$ cat config.mk
export PLATFORM = sky130hd
export DESIGN_NAME = vga_timing_gen
export DESIGN_NICKNAME = d
export VERILOG_FILES = /design/src/rtl/vga_timing_pkg.sv /design/src/rtl/wrap_counter.sv /design/src/rtl/vga_timing_gen.sv
export SDC_FILE = /design/constraint.sdc
export NUM_CORES = 1
export LEC_CHECK = 0
export BUFFER_PORTS_ARGS = -buffer_cell sky130_fd_sc_hd__buf_2
export CELL_PAD_IN_SITES_DETAIL_PLACEMENT = 1
export CELL_PAD_IN_SITES_GLOBAL_PLACEMENT = 2
export CORE_MARGIN = 2
export CORE_UTILIZATION = 36
export DETAILED_ROUTE_END_ITERATION = 16
export PLACE_DENSITY = 0.85
export SYNTH_ARGS = -nofsm -noshare
export SYNTH_HDL_FRONTEND = slang
export SYNTH_HIERARCHICAL = 1
export SYNTH_SLANG_ARGS = --single-unit
$ cat constraint.sdc
create_clock -name clk -period 4.4 [get_ports clk]
set_clock_uncertainty 0.15 [all_clocks]
set_input_delay 1.1 -clock clk [delete_from_list [all_inputs] [get_ports clk]]
set_output_delay 1.1 -clock clk [all_outputs]
set_load 0.05 [all_outputs]
$ cat src/rtl/vga_timing_pkg.sv
`default_nettype none
// ===========================================================================
// vga_timing_pkg : 640x480@60 raster constants, visible-window bounds and
//                  the shared position decode used by the timing generator.
// Revision       : 1.0
// ===========================================================================
package vga_timing_pkg;

  localparam int CNT_W   = 10;
  localparam int CNT_MAX = 1 << CNT_W;

  localparam int VGA_H_SYNC   = 96;
  localparam int VGA_H_BP     = 48;
  localparam int VGA_H_ACTIVE = 640;
  localparam int VGA_H_FP     = 16;
  localparam int VGA_V_SYNC   = 2;
  localparam int VGA_V_BP     = 33;
  localparam int VGA_V_ACTIVE = 480;
  localparam int VGA_V_FP     = 10;

  localparam int H_TOTAL = VGA_H_SYNC + VGA_H_BP + VGA_H_ACTIVE + VGA_H_FP;
  localparam int V_TOTAL = VGA_V_SYNC + VGA_V_BP + VGA_V_ACTIVE + VGA_V_FP;

  // Counter origin is the sync leading edge, so the window sits after sync+bp.
  localparam int H_VIS_START = VGA_H_SYNC + VGA_H_BP;
  localparam int H_VIS_END   = H_VIS_START + VGA_H_ACTIVE - 1;
  localparam int V_VIS_START = VGA_V_SYNC + VGA_V_BP;
  localparam int V_VIS_END   = V_VIS_START + VGA_V_ACTIVE - 1;

  typedef logic [CNT_W-1:0] cnt_t;

  typedef struct packed {
    cnt_t sync_len;
    cnt_t vis_start;
    cnt_t vis_end;
  } axis_t;

  typedef struct packed {
    logic hsync_n;
    logic vsync_n;
    logic video_on;
    logic line_start;
    logic frame_start;
  } raster_t;

  localparam raster_t RASTER_RESET = '{
    hsync_n:     1'b1,
    vsync_n:     1'b1,
    video_on:    1'b0,
    line_start:  1'b0,
    frame_start: 1'b0
  };

  function automatic axis_t make_axis(input int sync, input int bp, input int active);
    axis_t a;
    a.sync_len  = cnt_t'(sync);
    a.vis_start = cnt_t'(sync + bp);
    a.vis_end   = cnt_t'(sync + bp + active - 1);
    return a;
  endfunction

  function automatic logic in_span(input cnt_t c, input cnt_t lo, input cnt_t hi);
    return (c >= lo) && (c <= hi);
  endfunction

  function automatic raster_t decode(input cnt_t h, input cnt_t v,
                                     input axis_t ha, input axis_t va);
    raster_t r;
    r          = RASTER_RESET;
    r.hsync_n  = (h >= ha.sync_len);
    r.vsync_n  = (v >= va.sync_len);
    r.video_on = in_span(h, ha.vis_start, ha.vis_end) &&
                 in_span(v, va.vis_start, va.vis_end);
    return r;
  endfunction

endpackage
`default_nettype wire

$ cat src/rtl/wrap_counter.sv
`default_nettype none
// ===========================================================================
// wrap_counter : modulo-N up counter with enable, look-ahead value and
//                terminal-count flag.
// Revision     : 1.0
// ===========================================================================
module wrap_counter #(
  parameter int MODULUS = 800,
  parameter int WIDTH   = 10
) (
  input  logic             clk,
  input  logic             rst_n,
  input  logic             en,
  output logic [WIDTH-1:0] value,
  output logic [WIDTH-1:0] next_value,
  output logic             wrap
);

  localparam logic [WIDTH-1:0] c_last = WIDTH'(MODULUS - 1);

  generate
    if (MODULUS < 2 || MODULUS > (1 << WIDTH)) begin : g_modulus_err
      $error("wrap_counter: MODULUS out of range for WIDTH");
    end
  endgenerate

  logic [WIDTH-1:0] r_value;

  // Terminal-count level; callers qualify it with their own enable.
  assign wrap = (r_value == c_last);

  always_comb begin
    next_value = r_value;
    if (en) begin
      next_value = wrap ? '0 : r_value + WIDTH'(1);
    end
  end

  always_ff @(posedge clk or negedge rst_n) begin
    if (!rst_n) begin
      r_value <= '0;
    end else begin
      r_value <= next_value;
    end
  end

  assign value = r_value;

endmodule
`default_nettype wire

$ cat src/rtl/vga_timing_gen.sv
`default_nettype none
// ===========================================================================
// vga_timing_gen : 640x480@60 raster counters, syncs, visible flag, strobes.
//                  VGA_PIXEL_DIV_EN: 50 MHz clk with internal /2 pixel tick.
// Revision       : 1.0
// ===========================================================================
module vga_timing_gen
  import vga_timing_pkg::*;
#(
  parameter int H_SYNC   = VGA_H_SYNC,
  parameter int H_BP     = VGA_H_BP,
  parameter int H_ACTIVE = VGA_H_ACTIVE,
  parameter int H_FP     = VGA_H_FP,
  parameter int V_SYNC   = VGA_V_SYNC,
  parameter int V_BP     = VGA_V_BP,
  parameter int V_ACTIVE = VGA_V_ACTIVE,
  parameter int V_FP     = VGA_V_FP
) (
  input  logic             clk,
  input  logic             rst_n,
  output logic [CNT_W-1:0] HCounter,
  output logic [CNT_W-1:0] VCounter,
  output logic             hsync_n,
  output logic             vsync_n,
  output logic             video_on,
  output logic             line_start,
  output logic             frame_start,
  output logic             pix_tick
);

  localparam int    c_h_total = H_SYNC + H_BP + H_ACTIVE + H_FP;
  localparam int    c_v_total = V_SYNC + V_BP + V_ACTIVE + V_FP;
  localparam axis_t c_h_axis  = make_axis(H_SYNC, H_BP, H_ACTIVE);
  localparam axis_t c_v_axis  = make_axis(V_SYNC, V_BP, V_ACTIVE);

  generate
    if (c_h_total > CNT_MAX || c_v_total > CNT_MAX) begin : g_total_range_err
      $error("vga_timing_gen: H/V total exceeds counter range");
    end
  endgenerate

  logic w_pix_tick;

`ifdef VGA_PIXEL_DIV_EN
  logic r_div_phase;

  always_ff @(posedge clk or negedge rst_n) begin
    if (!rst_n) begin
      r_div_phase <= 1'b0;
    end else begin
      r_div_phase <= ~r_div_phase;
    end
  end

  assign w_pix_tick = r_div_phase;
`else
  assign w_pix_tick = 1'b1;
`endif

  cnt_t w_h_value;
  cnt_t w_h_next;
  cnt_t w_v_value;
  cnt_t w_v_next;
  logic w_h_wrap;
  logic w_v_wrap;
  logic w_v_en;

  wrap_counter #(
    .MODULUS (c_h_total),
    .WIDTH   (CNT_W)
  ) u_hcnt (
    .clk        (clk),
    .rst_n      (rst_n),
    .en         (w_pix_tick),
    .value      (w_h_value),
    .next_value (w_h_next),
    .wrap       (w_h_wrap)
  );

  assign w_v_en = w_h_wrap & w_pix_tick;

  wrap_counter #(
    .MODULUS (c_v_total),
    .WIDTH   (CNT_W)
  ) u_vcnt (
    .clk        (clk),
    .rst_n      (rst_n),
    .en         (w_v_en),
    .value      (w_v_value),
    .next_value (w_v_next),
    .wrap       (w_v_wrap)
  );

  // Decode the look-ahead position so registered outputs line up with the counters.
  raster_t w_raster_next;
  raster_t r_raster;

  always_comb begin
    w_raster_next             = decode(w_h_next, w_v_next, c_h_axis, c_v_axis);
    w_raster_next.line_start  = w_h_wrap;
    w_raster_next.frame_start = w_h_wrap & w_v_wrap;
  end

  always_ff @(posedge clk or negedge rst_n) begin
    if (!rst_n) begin
      r_raster <= RASTER_RESET;
    end else if (w_pix_tick) begin
      r_raster <= w_raster_next;
    end
  end

  assign HCounter    = w_h_value;
  assign VCounter    = w_v_value;
  assign hsync_n     = r_raster.hsync_n;
  assign vsync_n     = r_raster.vsync_n;
  assign video_on    = r_raster.video_on;
  assign line_start  = r_raster.line_start;
  assign frame_start = r_raster.frame_start;
  assign pix_tick    = w_pix_tick;

endmodule
`default_nettype wire

## Word-level counts from Yosys, hierarchy flattened

Index checks and enable logic that the tools add are counted.
Widths: inputs -> output; s select.

| word-level totals | value |
|---|---|
| output and inout bits | 26 |
| word-level logic and storage cells | 24 |
| register bits after elaboration | 25 |
| bits of input ports | 2 |

| cells by class | value |
|---|---|
| reductions and logical operators | 3 |
| bitwise operators | 1 |
| equal/unequal tests | 2 |
| add/subtract/negate cells | 2 |
| mux-type cells | 3 |
| order comparisons | 6 |

Operator list:

| operator | number |
|---|---|
| $mux 10 | 3 |
| $add 10x1->10 const B | 2 |
| $eq 10x10->1 const B | 2 |
| $le 10x10->1 const B | 2 |
| $ge 10x2->1 const B | 1 |
| $ge 10x6->1 const B | 1 |
| $ge 10x7->1 const B | 1 |
| $ge 10x8->1 const B | 1 |
| $logic_and 1x1->1 | 3 |
| $and 1x1->1 | 1 |

## Depth between registers and ports, before layout

Gate-level depths: netlist of the first run.

| logic depth | value |
|---|---|
| word-level depth | 6 |
| mapped depth | 10 |
| mapped depth without buffers | 9 |

## Cells and area by module

The synthesis of the first run kept the hierarchy.

Modules (own cells, without submodules):

| module | cells an instance | area each (sq um) | times used | seq. area each (sq um) |
|---|---|---|---|---|
| wrap_counter at u_hcnt | 52 | 540.5 | 1 | 250.2 |
| wrap_counter at u_vcnt | 52 | 536.8 | 1 | 250.2 |
| vga_timing_gen | 24 | 247.7 | 1 | 127.6 |

## Worst setup path before layout of the first run

No wires, ideal clock.

| path | value |
|---|---|
| path kind | register to register |
| from | register u_hcnt.r_value[0], in the netlist u_hcnt/value[0] |
| to | register r_raster, in the netlist video_on |
| stages on the path, launching flop included | 11 |
| path buffers | 1 |
| setup slack | 1.030 ns |
| setup time | 0.082 ns |
| required time | 4.168 ns |
| period minus slack after synthesis | 3.370 ns |
| data arrival time | 3.138 ns |
| cell sequence | dfrtp_1 > ha_1 > nand4b_1 > nor4_2 > buf_2 > nand4_1 > or2_2 > o21ai_0 > a2111oi_1 > or3b_2 > a31oi_1 |

RTL lines:

| what | line | RTL |
|---|---|---|
| start: declaration | wrap_counter.sv:27 | `logic [WIDTH-1:0] r_value;` |
| start signal: assignment | wrap_counter.sv:43 | `r_value <= next_value;` |
| end signal: assignment | vga_timing_gen.sv:108 | `r_raster <= w_raster_next;` |
| end: declaration | vga_timing_gen.sv:96 | `raster_t r_raster;` |

==> results.md, run 1 <==
* Post-CTS sizing at 0
* Die W at 64.67 um
* 1st-iter DRT viols at 34
* Period utilization at 70.27%
* Buffers added on ports at 26
* Type of origin of the critical path: register
* WL per Instance at 15.66 um
* GR Util All Layers at 16.80%
* Site Rows at 22
* Max clock buf depth at 2
* # IOs at 28
* Layout area overhead at 17.19%
* Synth Area per Inst at 10.35 um^2
* Synth top area cells: dfrtp_1 (43%), dfstp_2 (4.0%), nand2_1 (4.0%), xor2_1 (4.0%), ha_1 (2.8%)
* Number of vias per cell at 5.449
* # Max-Cap Violations at 0
* First-pass DRT Iterations at 4
* First-pass GRT wire length at 5395 um
* Number of global-route vias before repair at 1094
* Worst Path Required at 4.45 ns
* Worst-path clk slew at 0.09 ns
* Yosys Warn Count at 6
* Slew Viols, Final at 0
* CP arrival at 3.14 ns
* Reg-to-reg slack, setup at 1.31 ns
* Final weighted congestion in routability-driven placement at 0.7692
* Critical path endpoint category: register
* Run status: completed
* Leakage at 0.7312 nW
* DRC viols at 0
* Total Routed Length at 3211 um
* Cell count after synthesis at 128
* Slew headroom at 61.60%
* Async SR Flop Fraction at 100.0%
* GRT Residual Overflow at 0
* Top fanout value on the critical path at 16
* Crit path kind: reg2reg
* Ys flop type: dfrtp_1
* Antenna cells at 0
* Commonest cells in the netlist: dfrtp_1 (23), nand2_1 (14), nand3_1 (7), nor2_1 (7)
* Via Count at 1117
* FF-to-FF path depth at 10
* Register bit count reported by yosys at 25
* Synth area leader: dfrtp_1
* Routed Antenna Nets at 0
* H-tree Lvls at 1
* Number of flops mapped to enable cells by yosys at 0
* Max Fclk at 323.4 MHz
* P per Cell Area at 401.6 nW/um^2
* Worst Hold Endpoint: u_vcnt/value[8]
* Initial Utilization at 36.75%
* Setup TNS at 0 ns
* Critical R2R Capture: video_on
* Setup violators final at 0
* Post-Syn Area at 1325 um^2
* Worst skew pair latency at 0.27 ns
* Core area at 3606 um^2
* Top cell type's share of synthesized area at 43.44%
* Hold Path Class: reg2reg
* TritonCTS Buffers at 3
* Max VDD drop at 112.9 uV
* RSZ-0062 raised after global routing: false
* Final Hold Violating Endpoints at 0
* Yosys cell types at 42
* Nets@finish at 163
* CTS tree: built
* Die extent in y at 64.67 um
* Share of layout cells above drive strength 1 at 28.66%
* Sequential share of the synthesized area at 47.40%
* Clock Tree Root: clkbuf_8
* Hold path start: u_vcnt/value[8]
* HPWL Detailed at 2338 um
* Initial antenna violation count at 0
* Worst Tran Pin Value at 0.5688 ns
* Pwr Total at 0.6236 mW
* Hold buffers post-CTS at 0
* Clk sinks at 25
* Die area at 4182 um^2
* Post-layout min period at 3.092 ns
* Hold Path Stages at 1
* Reg2reg start: u_hcnt/value[0]
* Top-count cell post-synth: dfrtp_1
* Pin count of the biggest net entering global routing at 26
* # Post-CTS Setup Buffers at 0
-- cells by family after synthesis --
family                   Yosys count  synth area share [%]
flip-flops                        25                 47.40
multiplexers                       2                 1.605
adder cells (fa/ha/maj)            3                 2.833
XOR/XNOR                           8                 5.288
other                              1                0.2830
AND/OR/NAND/NOR                   58                 26.44
buffers and inverters              7                 2.643
AO/OA/AOI/OAI                     24                 13.50
-- layer usage --
metal	track usage, %	up-vias	wire length, um
met5	0	-	0
met4	7.181	0	70
met3	2.604	7	96
met2	26.17	19	1492
met1	23.23	556	1552
li1	-	535	-
-- power breakdown --
group / internal [mW] / switching, mW / total (mW)
sequential: 0.252 / 0.0429 / 0.295
combinational: 0.0496 / 0.140 / 0.189
clock: 0.0635 / 0.0761 / 0.140
total: 0.365 / 0.259 / 0.624
-- state kept, by name (all words and copies together) (netlist names) --
signal	cells
frame_start	1
video_on	1
hsync_n	1
u_vcnt/value	10
vsync_n	1
u_hcnt/value	10
line_start	1
-- per-stage QoR --
stage                     std cells  hold slack [ns]  setup slack (ns)  instance area [um^2]  utilization [%]
final                           205           0.4267             1.308                  1553            43.06
after global routing            205           0.4703             1.034                  1553            43.06
after CTS                       205           0.4301             1.305                  1553            43.06
after detailed placement        201           0.4147             1.315                  1506            41.78
after global placement          201           0.4052             1.513                  1506            41.78
after floorplan                 129           0.6544             1.030                  1329                -
-- cell type report --
type	count	area [um^2]
fillers	443	2053
multi-input cells	97	665.6
flip-flops and latches	25	628.1
repair buffers	27	137.6
well taps	48	60.06
clock buffers	3	41.29
inverters	4	15.01
clock inverters	1	5.005
-- cell usage in the layout (no fill, tap or decap), drive strengths merged, types with 2 or more instances in the layout --
cell type  instances
buf               27
dfrtp             23
nand2             14
nand3              7
nor2               7
nand4              7
xor2               6
nor3               6
o31ai              5
o21ai              5
inv                4
clkbuf             3
ha                 3
nor4               3
or2                2
or3b               2
a31oi              2
conb               2
dfstp              2
o311ai             2
xnor2              2
o22ai              2
nand2b             2
or4                2
a22oi              2
a211o              2
-- worst max path at each step --
stage,from,endpoint,slack (ns),depth (start not counted)
floorplan,u_hcnt/value[0],video_on,1.03,10
global placement,u_hcnt/value[0],video_on,1.51,10
detailed placement,u_hcnt/value[0],video_on,1.31,10
CTS,u_hcnt/value[0],video_on,1.30,10
global route,u_hcnt/value[0],video_on,1.03,10
finish,u_hcnt/value[0],video_on,1.31,10
-- worst max-delay path: stages (launching register included) --
cell and delay [ns]:
dfrtp_1 0.47, ha_1 0.30, nand4b_1 0.17, nor4_2 0.15, buf_4 0.24, nand4_1 0.18, or2_2 0.31, o21ai_0 0.27
a2111oi_1 0.13, or3b_2 0.47, a31oi_1 0.18
No activity file was read; power rests on OpenSTA's default activity.
==> inputs of run 2 (changes only) <==
- ABC_AREA: unset -> 1
- CORE_UTILIZATION: 36 -> 27
- PLACE_DENSITY: 0.85 -> 0.75
- clock period: 4.4 -> 2.7 ns (I/O delays scaled with it)
==> run 2 against run 1 <==
Effect of this change:
- global-route usage fell by 3.9 points
- combinational power increased by 110%
- first-iteration DRC count increased by 71%
- largest cell class unchanged
- hold slack got worse by 0.19 ns
- fmax is 32% higher
- sequential share of layout area fell by 3.5 points
- die area rose by 44%
- critical path depth rose by 4
==> results.md, run 2 <==
* Run status: completed
* Final weighted congestion in routability-driven placement at 0.7526 (-2.2%)
* Layout area overhead at 16.48%
* Buffers added on ports at 26 (unchanged)
* Reg2reg start: u_hcnt/value[0]
* Max Fclk at 427.6 MHz (+32%)
* Top-count cell post-synth: nand2_1
* Final WS setup at 0.3615 ns (-0.9466 ns)
* P per Cell Area at 654.8 nW/um^2 (+63%)
* TritonCTS Buffers at 3 (unchanged)
* Clock Tree Root: clkbuf_8
* Setup TNS at 0 ns (unchanged)
* # IOs at 28 (unchanged)
* Slew headroom at 62.06% (+0.46 points)
* Setup violators final at 0 (unchanged)
* Site Rows at 26 (+18%)
* Leakage at 1.002 nW (+37%)
* Die W at 77.48 um (+20%)
* Critical path endpoint category: register
* Die area at 6002 um^2 (+44%)
* CP arrival at 2.40 ns (-0.74 ns)
* Commonest cells in the netlist: nand2_1 (49), inv_1 (36), nor2_1 (27)
* Post-Syn Area at 1458 um^2 (+10%)
* Yosys Warn Count at 6 (unchanged)
* Non-Filler Instances at 293 (+43%)
* Cell count after synthesis at 195 (+52%)
* Top fanout value on the critical path at 7 (-9)
* Type of origin of the critical path: register
* HPWL Detailed at 2751 um (+18%)
* FF-to-FF path depth at 14 (+4)
* First-pass GRT wire length at 6292 um (+17%)
* Synth Area per Inst at 7.475 um^2 (-28%)
* # Post-CTS Setup Buffers at 0 (unchanged)
* Hold buffers post-CTS at 0 (unchanged)
* Routed Antenna Nets at 0 (unchanged)
* Die extent in y at 77.48 um (+20%)
* Post-CTS sizing at 0 (unchanged)
* Final Hold Violating Endpoints at 0 (unchanged)
* CTS tree: built
* Via Count at 1234 (+10%)
* 1st-iter DRT viols at 58 (+71%)
* Initial Utilization at 28.18% (-8.6 points)
* Top cell type's share of synthesized area at 39.48% (-4.0 points)
* RSZ-0062 raised after global routing: false
* Reg-to-reg slack, setup at 0.36 ns (-0.95 ns)
* Initial antenna violation count at 0 (unchanged)
* Most common cell after layout, fill and taps aside: nand2_1
* Worst Tran Pin Value at 0.5692 ns (+0.0003225 ns)
* Number of vias per cell at 4.212 (-23%)
* Nets@finish at 229 (+40%)
* Total Routed Length at 3420 um (+6.5%)
* Async SR Flop Fraction at 100.0% (unchanged)
* Pin count of the biggest net entering global routing at 26 (unchanged)
* Place WS at 0.3622 ns (-0.9526 ns)
* Register bit count reported by yosys at 25 (unchanged)
* Number of global-route vias before repair at 1288 (+18%)
* Max clock buf depth at 2 (unchanged)
* Worst skew pair latency at 0.27 ns (about the same)
* Clk sinks at 25 (unchanged)
* Slew Viols, Final at 0 (unchanged)
* Sequential share of the synthesized area at 43.09% (-4.3 points)
* Hold Path Class: in2async
* Yosys cell types at 24 (-43%)
* H-tree Lvls at 1 (unchanged)
* Max VDD drop at 297.7 uV (+160%)
* Core area at 5172 um^2 (+43%)
* GRT Residual Overflow at 0 (unchanged)
* Post-layout min period at 2.339 ns (-0.7534 ns)
* WL per Instance at 11.67 um (-25%)
* Antenna cells at 0 (unchanged)
* Ys flop type: dfrtp_1
* Period utilization at 86.61% (+16 points)
* Placed cells at 289 (+44%)
* GR Util All Layers at 12.87% (-3.9 points)
* First-pass DRT Iterations at 4 (unchanged)
* Synth area leader: dfrtp_1
* DRC viols at 0 (unchanged)
* Number of flops mapped to enable cells by yosys at 0 (unchanged)
* Crit path kind: reg2reg
* Commonest cells after routing, fill and taps aside: nand2_1 (49), inv_1 (36), nor2_1 (27)
* Worst-path clk slew at 0.10 ns (about the same)
* Pwr Total at 1.112 mW (+78%)
* # Max-Cap Violations at 0 (unchanged)
* Share of layout cells above drive strength 1 at 21.97% (-6.7 points)
* Worst Path Required at 2.76 ns (-1.69 ns)
* Critical R2R Capture: video_on
* Synth top area cells: dfrtp_1 (39%), nand2_1 (13%), inv_1 (9.3%), nor2_1 (7.0%), xor2_1 (4.8%)
[run 2: metrics by stage]
step	cell area [um^2]	util (%)	hold WS [ns]
floorplan	1461	-	0.2294
global placement	1649	31.88	0.4068
detailed placement	1649	31.88	0.4289
CTS	1698	32.83	0.2553
global route	1698	32.83	0.2726
finish	1698	32.83	0.2331
[run 2: logic make-up (layout without fill, tap and decap cells)]
| family | Yosys count | count (layout) | share of synthesized area (%) |
|---|---|---|---|
| AOI/OAI and AO/OA | 8 | 8 | 3.089 |
| xor gates and xnor gates | 9 | 9 | 5.408 |
| and+or+nand+nor | 107 | 107 | 33.22 |
| other | 1 | 2 | 0.2573 |
| DFF | 25 | 25 | 43.09 |
| adders and majority gates | 3 | 3 | 2.575 |
| buffers and inverters | 42 | 69 | 12.36 |
[run 2: how the worst max path moves through the flow]
| stage | from | to | cells after the start |
|---|---|---|---|
| global route | u_hcnt/value[1] | video_on | 18 |
| CTS | u_hcnt/value[1] | video_on | 18 |
| detailed placement | u_hcnt/value[1] | video_on | 14 |
| floorplan | u_hcnt/value[0] | video_on | 19 |
| finish | u_hcnt/value[0] | video_on | 14 |
| global placement | u_hcnt/value[1] | video_on | 14 |
[run 2: final cells by class]
type                       instances  area, um^2
timing repair buffer              27       137.6
fill                             656        3475
clock inverter                     1       7.507
clock buffer                       3       41.29
inverter                          38       142.6
sequential                        25       628.1
tap                               70       87.58
multi-input combinational        129       653.1
[run 2: per-layer routing]
| metal | part of all wire (%) | track usage, % | up-vias |
|---|---|---|---|
| met1 | 53 | 19.33 | 580 |
| met2 | 44 | 19.13 | 18 |
| li1 | - | - | 634 |
| met5 | 0 | 0 | - |
| met3 | 2.1 | 1.744 | 2 |
| met4 | 0.79 | 3.750 | 0 |
[run 2: critical path, cell delays in order (launching register included)]
cell and delay (ns):
dfrtp_1 0.41, ha_1 0.24, inv_1 0.05, nor2_1 0.14, nand3_1 0.11, inv_1 0.16
buf_4 0.17, nand4_1 0.18, nand2_1 0.13, inv_1 0.06, nor2_2 0.12, nand2_1 0.08
o21bai_1 0.14, nand2_1 0.06, nor2_1 0.08
[run 2: report_power, final]
group | leakage [nW] | internal, mW | switching (mW)
Combinational | 0.654 | 0.0995 | 0.297
Sequential | 0.326 | 0.421 | 0.0618
Clock | 0.0217 | 0.105 | 0.128
==> inputs of run 3 (changes only) <==
- CTS_CLUSTER_DIAMETER: unset -> 50
- PLACE_DENSITY: 0.75 -> 0.76
- SYNTH_HIERARCHICAL: 1 -> unset
==> run 3 against run 2 <==
Effect of this change:
- critical endpoint unchanged
- final area grew 4.4%
- via count increased by 14%
- hold slack better by 0.015 ns
- critical path type unchanged
- global-route usage grew 0.90 points
- register-to-register slack improved by 0.16 ns
- count of clock-buffer cells in the layout is 1 higher
- critical path depth is the same
- clock power decreased by 2%
- fmax increased by 7.4%
- flip-flop and latch count stayed put
- final cell count grew 7.8%
==> results.md, run 3 <==
* Slew headroom at 60.40% (-1.7 points)
* Worst Path Required at 2.72 ns (-0.04 ns)
* RSZ-0062 raised after global routing: false
* Number of flops mapped to enable cells by yosys at 0 (unchanged)
* # IOs at 28 (unchanged)
* Initial Utilization at 27.93% (-0.26 points)
* Max VDD drop at 228.7 uV (-23%)
* Yosys Warn Count at 0 (-6)
* H-tree Lvls at 1 (unchanged)
* Slew Viols, Final at 0 (unchanged)
* Worst Tran Pin Value at 0.5940 ns (+0.02486 ns)
* CTS tree: built
* Final Hold Violating Endpoints at 0 (unchanged)
* Top fanout value on the critical path at 16 (+9)
* Die W at 79.47 um (+2.6%)
* DRC viols at 0 (unchanged)
* Synth Area per Inst at 7.086 um^2 (-5.2%)
* First-pass GRT wire length at 6865 um (+9.1%)
* GRT Residual Overflow at 0 (unchanged)
* P per Cell Area at 345.4 nW/um^2 (-47%)
* Clk sinks at 25 (unchanged)
* Worst-path clk slew at 0.09 ns (about the same)
* Worst skew pair latency at 0.27 ns (about the same)
* Number of global-route vias before repair at 1391 (+8.0%)
* First-pass DRT Iterations at 4 (unchanged)
* # Max-Cap Violations at 0 (unchanged)
* Post-Syn Area at 1538 um^2 (+5.5%)
* Buffers added on ports at 26 (unchanged)
* Leakage at 1.098 nW (+9.6%)
* Layout area overhead at 15.30%
* Commonest cells after routing, fill and taps aside: nand2_1 (56), inv_1 (42), nand3_1 (27)
* Most common cell after layout, fill and taps aside: nand2_1
* Max clock buf depth at 2 (unchanged)
* Ys flop type: dfrtp_1
* Commonest cells in the netlist: nand2_1 (56), inv_1 (42), nand3_1 (27)
* Number of vias per cell at 4.462 (+5.9%)
* Nets@finish at 251 (+9.6%)
* TritonCTS Buffers at 3 (unchanged)
* Max Fclk at 459.5 MHz (+7.4%)
* Top-count cell post-synth: nand2_1
* HPWL Detailed at 3152 um (+15%)
* Post-CTS sizing at 0 (unchanged)
* Hold Path Class: in2async
* Via Count at 1410 (+14%)
* Initial antenna violation count at 0 (unchanged)
* Synth top area cells: dfrtp_1 (37%), nand2_1 (14%), inv_1 (10%), nand3_1 (8.8%), nor2_1 (6.3%)
* Period utilization at 80.61% (-6.0 points)
* Routed Antenna Nets at 0 (unchanged)
* Critical path endpoint category: register
* Async SR Flop Fraction at 100.0% (unchanged)
* 1st-iter DRT viols at 63 (+8.6%)
* Share of layout cells above drive strength 1 at 18.03% (-3.9 points)
* Die extent in y at 79.47 um (+2.6%)
* Sequential share of the synthesized area at 40.85% (-2.2 points)
* WL per Instance at 12.89 um (+10%)
* Core area at 5507 um^2 (+6.5%)
* Final weighted congestion in routability-driven placement at 0.8284 (+10%)
* # Post-CTS Setup Buffers at 0 (unchanged)
* Synth area leader: dfrtp_1
* Hold buffers post-CTS at 0 (unchanged)
* Yosys cell types at 24 (unchanged)
* Mapped Nets at 223
* Site Rows at 27 (+3.8%)
* Antenna cells at 0 (unchanged)
* Die area at 6315 um^2 (+5.2%)
* Setup TNS at 0 ns (unchanged)
* Total Routed Length at 4073 um (+19%)
* Top cell type's share of synthesized area at 37.43% (-2.1 points)
* CP arrival at 2.19 ns (-0.21 ns)
* Crit path kind: reg2reg
* Worst hold slack at 0.2485 ns (+0.01534 ns)
* Setup violators final at 0 (unchanged)
* Clock Tree Root: clkbuf_8
* Pin count of the biggest net entering global routing at 26 (unchanged)
* Register bit count reported by yosys at 25 (unchanged)
* GR Util All Layers at 13.77% (+0.90 points)
* Cell count after synthesis at 217 (+11%)
* Final Util at 32.20% (-0.63 points)
* Run status: completed
* Post-layout min period at 2.176 ns (-0.1621 ns)
* Type of origin of the critical path: register
==> run 3: final cells by class <==
| class | instances | area (um^2) |
|---|---|---|
| Fill cell | 719 | 3734 |
| Inverter | 44 | 168.9 |
| Tap cell | 72 | 90.09 |
| Clock buffer | 4 | 45.04 |
| Multi-Input combinational cell | 145 | 710.7 |
| Sequential cell | 25 | 628.1 |
| Timing Repair Buffer | 26 | 130.1 |
==> run 3: worst paths after layout <==
path                            startpoint         endpoint  slack, ns  cells after the start
hold / removal                       rst_n  u_hcnt.value[4]       0.25                      1
hold reg to reg            u_hcnt.value[0]  u_hcnt.value[0]       0.47                      3
setup / recovery           u_hcnt.value[1]         video_on       0.52                     14
min in group clk           u_hcnt.value[0]  u_hcnt.value[0]       0.47                      3
setup reg to reg           u_hcnt.value[1]         video_on       0.52                     14
max in group asynchronous            rst_n  u_vcnt.value[9]       1.76                      1
==> run 3: worst max-delay path: stages, from the launching register on <==
cell and delay (ns):
dfrtp_1 0.42, ha_1 0.21, nand2_2 0.08, clkinv_2 0.08
nand2_4 0.07, nor2_8 0.25, inv_4 0.14, nand2_1 0.09
nand2_1 0.07, nor2_1 0.14, nand2_1 0.06, nor2_1 0.14
nand2_1 0.07, nand2_1 0.05, nor2_1 0.04
==> run 3: per-layer routing <==
| metal | share of wire, % | GRT usage (%) | wire (um) | vias to the layer above |
|---|---|---|---|---|
| met1 | 50 | 18.25 | 2024 | 666 |
| met3 | 2.8 | 2.602 | 116 | 2 |
| met2 | 47 | 23.19 | 1898 | 19 |
| met5 | 0 | 0 | 0 | - |
| met4 | 0.83 | 3.103 | 34 | 0 |
| li1 | - | - | - | 723 |
==> run 3: through the flow <==
stage	instances	instance area, um^2	total power, mW	setup slack [ns]
after detailed placement	312	1728	0.3932	0.4983
after CTS	316	1773	0.6287	0.4721
final	316	1773	0.6124	0.5236
after global routing	316	1773	0.6440	0.3037
after global placement	312	1728	0.3931	0.5022
after floorplan	217	1538	0.3858	0.4939
==> run 3: logic make-up (layout without fill, tap and decap cells) <==
family / Yosys count / count (layout) / share of synthesized area [%]
adders and majority gates: 4 / 4 / 3.255
xor gates and xnor gates: 1 / 1 / 0.5697
and+or+nand+nor: 130 / 130 / 39.06
DFF: 25 / 25 / 40.85
AOI/OAI and AO/OA: 9 / 9 / 3.092
buffers and inverters: 47 / 74 / 12.94
other: 1 / 1 / 0.2439
==> run 3: where the power goes <==
part | switching (mW) | internal, mW | total (mW) | leakage, nW
Sequential | 0 | 0.374 | 0.374 | 0.328
Combinational | 0.0105 | 0.000518 | 0.0110 | 0.748
Clock | 0.122 | 0.106 | 0.227 | 0.0228
